[src/rtl/lsu_pkg.sv]
// lsu_pkg: shared state codes, access sizes and RV32I load/store funct3 values for the load/store unit
package lsu_pkg;
    localparam logic [1:0] S_IDLE = 2'd0;
    localparam logic [1:0] S_REQ  = 2'd1;
    localparam logic [1:0] S_WAIT = 2'd2;
    localparam logic [1:0] S_DONE = 2'd3;

    typedef enum logic [1:0] {
        SZ_BYTE = 2'd0,
        SZ_HALF = 2'd1,
        SZ_WORD = 2'd2
    } size_e;

    localparam logic [2:0] F3_LB  = 3'b000;
    localparam logic [2:0] F3_LH  = 3'b001;
    localparam logic [2:0] F3_LW  = 3'b010;
    localparam logic [2:0] F3_LBU = 3'b100;
    localparam logic [2:0] F3_LHU = 3'b101;
    localparam logic [2:0] F3_SB  = 3'b000;
    localparam logic [2:0] F3_SH  = 3'b001;
    localparam logic [2:0] F3_SW  = 3'b010;

    // funct3[1:0] = 2'b11 has no defined size and is handled as a word
    function automatic size_e size_of(input logic [1:0] f3_lo);
        return f3_lo == 2'b00 ? SZ_BYTE : f3_lo == 2'b01 ? SZ_HALF : SZ_WORD;
    endfunction
endpackage

[src/rtl/lsu_load_align.sv]
// lsu_load_align: selects the addressed byte/half lane of a read word and sign/zero-extends it
//   rdata  : word returned by data memory
//   offset : byte offset of the access, already truncated to the access size
//   funct3 : RV32I load funct3 (size in [1:0], zero-extend in [2])
//   data   : 32-bit writeback value
module lsu_load_align
    import lsu_pkg::*;
(
    input  logic [31:0] rdata,
    input  logic [1:0]  offset,
    input  logic [2:0]  funct3,
    output logic [31:0] data
);
    size_e       sz;
    logic [31:0] sh;
    logic        ext;

    assign sz   = size_of(funct3[1:0]);
    assign sh   = rdata >> {offset, 3'b000};
    assign ext  = ~funct3[2] & (sz == SZ_BYTE ? sh[7] : sh[15]);
    assign data = sz == SZ_BYTE ? {{24{ext}}, sh[7:0]} :
                  sz == SZ_HALF ? {{16{ext}}, sh[15:0]} : sh;
endmodule

[src/rtl/load_store_unit.sv]
// load_store_unit: serialised single-outstanding load/store stage between execute and writeback
//   in_*   : operation from execute (accepted only in IDLE, in_ready high)
//   mem_*  : registered data-memory request port, held stable until mem_gnt
//   out_*  : one-cycle completion pulse with rd tag, extended load data and fault flag
//   Define LSU_MISALIGN_TRAP_EN to fault misaligned accesses instead of truncating their address.
module load_store_unit
    import lsu_pkg::*;
#(
    parameter int ADDR_W = 32
) (
    input  logic              clk,
    input  logic              reset,
    input  logic              in_valid,
    output logic              in_ready,
    input  logic              in_load,
    input  logic              in_store,
    input  logic [2:0]        in_funct3,
    input  logic [ADDR_W-1:0] in_addr,
    input  logic [31:0]       in_wdata,
    input  logic [4:0]        in_rd,
    output logic              mem_req,
    output logic              mem_we,
    output logic [ADDR_W-1:0] mem_addr,
    output logic [3:0]        mem_wstrb,
    output logic [31:0]       mem_wdata,
    input  logic              mem_gnt,
    input  logic              mem_rvalid,
    input  logic [31:0]       mem_rdata,
    output logic              out_valid,
    output logic [4:0]        out_rd,
    output logic [31:0]       out_data,
    output logic              out_fault
);
    logic [1:0]  state;
    logic [2:0]  f3;
    logic [1:0]  off;
    size_e       sz;
    logic [1:0]  eff_off;
    logic [3:0]  strb;
    logic [31:0] wdat;
    logic [31:0] ld_data;
    logic        trap;

    assign sz        = size_of(in_funct3[1:0]);
    // Misaligned low address bits are dropped so the access stays inside its natural lane.
    assign eff_off   = sz == SZ_WORD ? 2'b00 : sz == SZ_HALF ? {in_addr[1], 1'b0} : in_addr[1:0];
    assign strb      = sz == SZ_BYTE ? 4'b0001 << eff_off : sz == SZ_HALF ? 4'b0011 << eff_off : 4'b1111;
    assign wdat      = sz == SZ_BYTE ? {4{in_wdata[7:0]}} : sz == SZ_HALF ? {2{in_wdata[15:0]}} : in_wdata;
    assign in_ready  = state == S_IDLE;
    assign out_valid = state == S_DONE;

`ifdef LSU_MISALIGN_TRAP_EN
    logic fault_q;
    assign trap      = (sz == SZ_HALF && in_addr[0]) || (sz == SZ_WORD && in_addr[1:0] != 2'b00);
    assign out_fault = fault_q && state == S_DONE;
    always_ff @(posedge clk) begin
        fault_q <= reset ? 1'b0 : state == S_IDLE ? in_valid && trap : fault_q;
    end
`else
    assign trap      = 1'b0;
    assign out_fault = 1'b0;
`endif

    lsu_load_align u_align (
        .rdata  (mem_rdata),
        .offset (off),
        .funct3 (f3),
        .data   (ld_data)
    );

    always_ff @(posedge clk) begin
        if (reset) begin
            state     <= S_IDLE;
            mem_req   <= 1'b0;
            mem_we    <= 1'b0;
            mem_addr  <= '0;
            mem_wstrb <= 4'b0000;
            mem_wdata <= 32'h0;
            out_rd    <= 5'd0;
            out_data  <= 32'h0;
            f3        <= 3'b000;
            off       <= 2'b00;
        end else begin
            case (state)
                S_IDLE: if (in_valid) begin
                    f3        <= in_funct3;
                    off       <= eff_off;
                    out_rd    <= in_load ? in_rd : 5'd0;
                    out_data  <= 32'h0;
                    mem_addr  <= {in_addr[ADDR_W-1:2], 2'b00};
                    mem_we    <= in_store && !trap;
                    mem_wstrb <= in_store && !trap ? strb : 4'b0000;
                    mem_wdata <= in_store ? wdat : 32'h0;
                    mem_req   <= !trap;
                    state     <= trap ? S_DONE : S_REQ;
                end
                // mem_we still identifies a store here; it is cleared with the grant
                S_REQ: if (mem_gnt) begin
                    mem_req   <= 1'b0;
                    mem_we    <= 1'b0;
                    mem_wstrb <= 4'b0000;
                    state     <= mem_we ? S_DONE : S_WAIT;
                end
                S_WAIT: if (mem_rvalid) begin
                    out_data <= ld_data;
                    state    <= S_DONE;
                end
                default: state <= S_IDLE;
            endcase
        end
    end
endmodule

[config.mk]
export PLATFORM = sky130hd
export DESIGN_NAME = load_store_unit
export DESIGN_NICKNAME = d
export VERILOG_FILES = /design/src/rtl/lsu_pkg.sv /design/src/rtl/lsu_load_align.sv /design/src/rtl/load_store_unit.sv
export SDC_FILE = /design/constraint.sdc
export NUM_CORES = 1
export LEC_CHECK = 0
export ABC_CLOCK_PERIOD_IN_PS = 2700
export CORE_MARGIN = 1.5
export CORE_UTILIZATION = 42
export DETAILED_ROUTE_END_ITERATION = 6
export GPL_TIMING_DRIVEN = 1
export PLACE_DENSITY = 0.8
export REMOVE_ABC_BUFFERS = 1
export SYNTH_ARGS = -nofsm -noshare
export SYNTH_HDL_FRONTEND = slang
export SYNTH_SLANG_ARGS = --single-unit
[constraint.sdc]
create_clock -name clk -period 2.7 [get_ports clk]
set_input_delay 0.405 -clock clk [delete_from_list [all_inputs] [get_ports clk]]
set_output_delay 0.405 -clock clk [all_outputs]
set_load 0.02 [all_outputs]
Word-level counts from Yosys, hierarchy flattened
Cells that the tools add are included.
{"block": "word_totals", "ff_bits": 112, "output_inout_bits": 110, "word_cells": 69}
{"block": "classes", "eq_ne": 11, "shift": 3, "muxes": 32, "bitwise_logic": 2, "n_reduce_logical": 11}
{"cell": "$mux W32", "count": 7}
{"cell": "$pmux W32 S2", "count": 1}
{"cell": "$shr A32 B5 Y32", "count": 1}
{"cell": "$mux W4", "count": 5}
{"cell": "$mux W2", "count": 8}
{"cell": "$eq A2 B1 Y1 const B", "count": 5}
{"cell": "$logic_not A2 Y1", "count": 5}
{"cell": "$reduce_and A3 Y1", "count": 3}
{"cell": "$pmux W4 S2", "count": 1}
{"cell": "$eq A2 B2 Y1 const B", "count": 3}
{"cell": "$mux W1", "count": 6}
{"cell": "$ne A2 B2 Y1 const B", "count": 3}
{"cell": "$pmux W2 S3", "count": 1}
{"cell": "$mux W5", "count": 1}
{"cell": "$pmux W1 S2", "count": 2}
{"cell": "$reduce_bool A2 Y1", "count": 2}
{"cell": "$shl A1 B2 Y4 const A", "count": 1}
{"cell": "$shl A2 B2 Y4 const A", "count": 1}
{"cell": "$reduce_and A2 Y1", "count": 1}
{"cell": "$and A1 B1 Y1", "count": 1}
{"cell": "$not A1 Y1", "count": 1}

Logic depth before layout (Yosys ltp)
{"block": "depth", "word_depth": 12, "mapped_depth": 9, "ltp_nobuf": 8}

Cells and area by module
A second synthesis with hierarchy kept.
{"block": "unflattened", "hier_cells": 565, "hier_area_um2": 5081.1}
{"module": "load_store_unit", "instances": 1, "cells_per_inst": 453, "area_per_inst_um2": 4350.4, "seq_area_each_um2": 2242.2}
{"module": "lsu_load_align", "instances": 1, "cells_per_inst": 112, "area_per_inst_um2": 730.7, "seq_area_each_um2": 0.0}

Least setup slack after synthesis
No wires, ideal clock.
{"block": "synth_path", "path_type": "register to register", "startpoint": "register state[0]", "endpoint": "register out_data[20]", "setup_time_ns": 0.117, "arrival_time_ns": 1.892, "slack_ns": 0.692, "stages_incl_launch_ff": 8, "n_path_buf": 1, "path_cell_list": "dfxtp_1 -> inv_1 -> ha_1 -> nor2b_1 -> or3_1 -> nor2b_1 -> clkbuf_1 -> a22o_1"}
{"block": "synth_via", "elab_chain_len": 3, "elab_cells_between_ends": 7}
{"element": "from (decl)", "line": "load_store_unit.sv:34", "rtl": "logic [1:0] state;"}
{"element": "from (signal assigned)", "line": "load_store_unit.sv:95", "rtl": "state <= trap ? S_DONE : S_REQ;"}
{"element": "from (signal assigned)", "line": "load_store_unit.sv:102", "rtl": "state <= mem_we ? S_DONE : S_WAIT;"}
{"element": "$logic_not A2 Y1 (*)"}
{"element": "named net in_ready", "line": "load_store_unit.sv:14", "rtl": "output logic in_ready,"}
{"element": "$ne A2 B2 Y1 (no line) or $reduce_bool A2 Y1 (tied branches)"}
{"element": "$reduce_and A3 Y1 (no line)"}
{"element": "to (signal assigned)", "line": "load_store_unit.sv:105", "rtl": "out_data <= ld_data;"}
{"element": "to (decl)", "line": "load_store_unit.sv:31", "rtl": "output logic [31:0] out_data,"}
The timed path passes the listed nets; every way through them passes the cells marked *.
A chain may end at the register's enable or synchronous reset.

Final worst setup path
{"block": "layout_path", "startpoint": "register state[0]", "endpoint": "output in_ready"}
{"block": "layout_via", "elab_chain_len": 1}
{"element": "$logic_not A2 Y1", "line": "load_store_unit.sv:49", "rtl": "assign in_ready = state == S_IDLE;"}
{"element": "to (decl)", "line": "load_store_unit.sv:14"}
No other way between the ends.

==> reports/metrics.yaml <==
remaining_overflow_grt: 0
fin_hold_viols: 0
antenna_found_initial: 0
largest_net_degree_at_the_start_of_global_routing: 53
synthMostInstantiatedCell: "nand2_1"
rsz0062_at_grt: "false"
detailedRoute.firstPassIterationCount: 7
clockPowerShare_pct: 23.9
tritoncts: "yes"
share_comb_of_total_power_pct: 38.2
p_sw_mw: 1.87
yosys_register_bits: 112
remaining_drc_errors: 18
timing.clock.skew_ns: 0.00339
layout.cell_area.non_filler_um2: 7580
fp.dieH_um: 112
holdCritStartpoint: "reset"
post_synth_inst_count: 587
slew_headroom_pct: 59.6
die_area_um2: 12600
clock-root-buffer: "clkbuf_16"
worstPathArrival_ns: 1.76
crit_path_start_kind: "flip-flop"
placementRows: 39
antenna_violating_nets_post_route: 0
part_of_the_yosys_area_used_for_sequential_elements_pct: 44.6
detailedPlacementHpwl_um: 11900
synth.largest_area_cell: "dfxtp_1"
number_of_global_route_vias_before_repair: 5057
io_buffer_count: 217
total_length_of_routed_wires_um: 16100
initial_utilization_pct: 43.4
numCtsBuffers: 9
swShare_pct: 35.7
grt.met2_usage_pct: 43.1
drive_above_1_share_pct: 8.09
synth_cell_types: 37
critical_path_required_ns: 2.30
fillers: 949
gpl.final_weighted_congestion: 0.826
ir_drop_mv: 0.440
cts_hold_buf: 0
grt.total_usage_pct: 25.2
post-route-period-util_pct: 80.3
global_route_wire_length_before_repair_um: 25300
grt.busiest_layer: "met2"
worstSetupStartpoint: "state[0]"
worst_path_max_delay_cell: "clkdlybuf4s50_1"
cells_along_the_critical_path: "inv_1 -> ha_1 -> clkdlybuf4s50_1"
period_needed_ns: 2.17
critical_path.n_buffers_inverters: 2
place_area_um2: 7310
timing_max_transition_violations_final: 0
clk_latency_ns: 0.35
area_growth_pct: 50.9
internal_power_mw: 3.37
multiInputGateArea_um2: 2550
avgViaCountPerCell: 5.48
drtIter0Drc: 398
violations: "DRC"
share_of_synthesized_flip_flops_with_an_asynchronous_set_or_reset_pct: 0
globalRouteMet3Util_pct: 8.80
hold_path.class: "input port to flip-flop"
synth_largest_type_area_fraction_pct: 44.6
synth_area_leaders: "dfxtp_1, nand2_1, a21oi_1, mux2i_1, mux2_2"
globalRouteMet1Util_pct: 28.6
vias: 5119
synth.cell_area_um2: 5020
power_per_cell_area_nw_per_um2: 692
finalSetupViolCount: 0
crit_family: "buffers and inverters"
post_cts.repair.setup_buffers: 0
deepest_clock_path_buffer_count: 2
area_of_all_sequential_standard_cells_um2: 2240
post_drt_wl_per_cell_um: 17.2
tightestPinTransition_ns: 0.603
synth_enable_flop_cells: 0
boundaryPins: 221
num-nets-final: 905
die_w_um: 112
power.share.sequential_pct: 37.9
antenna_diode_count: 0
setup_total_negative_slack_ns: 0
cap_viol_max_count: 0
cpPeakStageDelay_ns: 0.66
htree_num_levels: 3
total_of_cells_resized_after_clock_tree_synthesis: 0
timing.critical_path.fanout_max: 8
yosys_warnings: 0
p_leak_nw: 2.82
rr_startpoint: "state[0]"
postSynth.topFlopCell: "dfxtp_1"
clock_sink_count: 112
timing_worst_setup_path_type: "flip-flop to primary output"
clk_transition_reported_paths_ns: 0.07
synth_common_cells: "nand2_1, dfxtp_1, a21oi_1"
run_status: "finished with violations"
maxClockFrequency_mhz: 461
worst_setup_path_end_kind: "primary output"
syn_avg_cell_area_um2: 8.56
fp.coreArea_um2: 11600
## sequential cells by signal, indices dropped and copies added, names as in the netlist
signal / flops
mem_req: 1
mem_we: 1
mem_wstrb: 4
mem_wdata: 32
out_rd: 5
out_data: 32
off: 2
state: 2
f3: 3
mem_addr: 30
## power groups by stage
| stage | combinational, mW | clock (mW) | sequential, mW |
|---|---|---|---|
| after floorplan | 0.803 | 0 | 2.25 |
| after CTS | 2.01 | 1.27 | 1.99 |
| after detailed placement | 2.00 | 0 | 2.02 |
| after global placement | 1.95 | 0 | 2.01 |
| final | 2.00 | 1.25 | 1.99 |
| after global routing | 2.17 | 1.34 | 2.01 |
## layer usage
layer	share of wire [%]	wire, µm
met3	9.8	1580
met4	2.6	413
met1	39	6270
met5	0	0
met2	49	7840
## cell type report
| type | count | share of cell area, % |
|---|---|---|
| clock buffers | 10 | 3.15 |
| multi-input cells | 423 | 33.6 |
| well taps | 143 | 2.36 |
| clock inverters | 6 | 0.462 |
| inverters | 4 | 0.198 |
| repair buffers | 236 | 30.6 |
| flip-flops and latches | 112 | 29.6 |
## cells by family after synthesis
kind of cell             after synthesis  synth area share, %
AO/OA/AOI/OAI                        160                 20.8
adder cells (fa/ha/maj)                8                 1.99
buffers and inverters                 54                 4.83
flip-flops                           112                 44.6
multiplexers                          47                 10.0
other                                  1               0.0746
AND/OR/NAND/NOR                      205                 17.6
## worst reg2reg max path: cells and delay by family, from the launching register on
family / cells / cell delay [ns]
buffers and inverters: 1 / 0.09
AOI/OAI and AO/OA: 1 / 0.23
adders and majority gates: 1 / 0.30
and+or+nand+nor: 3 / 1.03
DFF: 1 / 0.40
## final timing paths
| check | cells after the start | slack, ns | endpoint |
|---|---|---|---|
| max | 3 | 0.53 | in_ready |
| min | 2 | 0.38 | out_data[7] |
| max reg2reg | 6 | 0.60 | out_data[14] |
| min reg2reg | 2 | 0.45 | mem_addr[15] |
## stage by stage
stage	setup slack, ns	instances	hold WS, ns	util, %	power, mW
6_report	0.532	934	0.379	65.6	5.24
5_1_grt	0.446	934	0.387	65.6	5.52
4_1_cts	0.529	934	0.371	65.6	5.27
3_5_place_dp	0.433	918	0.444	63.2	4.02
3_3_place_gp	0.551	918	0.438	63.2	3.96
2_1_floorplan	0.00697	539	0.448	-	3.05
## cells in the final DEF (no fill, tap or decap), types with 2 or more instances in the layout
cell type,synthesis,routed
clkinv_2,0,4
nor2b_1,12,12
clkinvlp_4,0,2
a211o_1,7,7
nand3_1,13,13
a32oi_1,8,8
a22oi_1,25,25
o21ai_0,27,27
nor2_1,41,41
mux2_2,18,18
clkdlybuf4s50_1,0,216
nand2_1,122,121
nor3b_1,2,2
mux2i_1,26,26
clkbuf_16,0,9
dfxtp_1,112,112
nand2b_1,5,5
or3_1,2,2
buf_4,4,18
mux2_4,2,2
a22o_1,23,23
and3_1,2,2
inv_1,4,4
ha_1,8,8
conb_1,1,3
o211ai_1,2,2
a21oi_1,65,65
(Power assumes the default switching activity.)
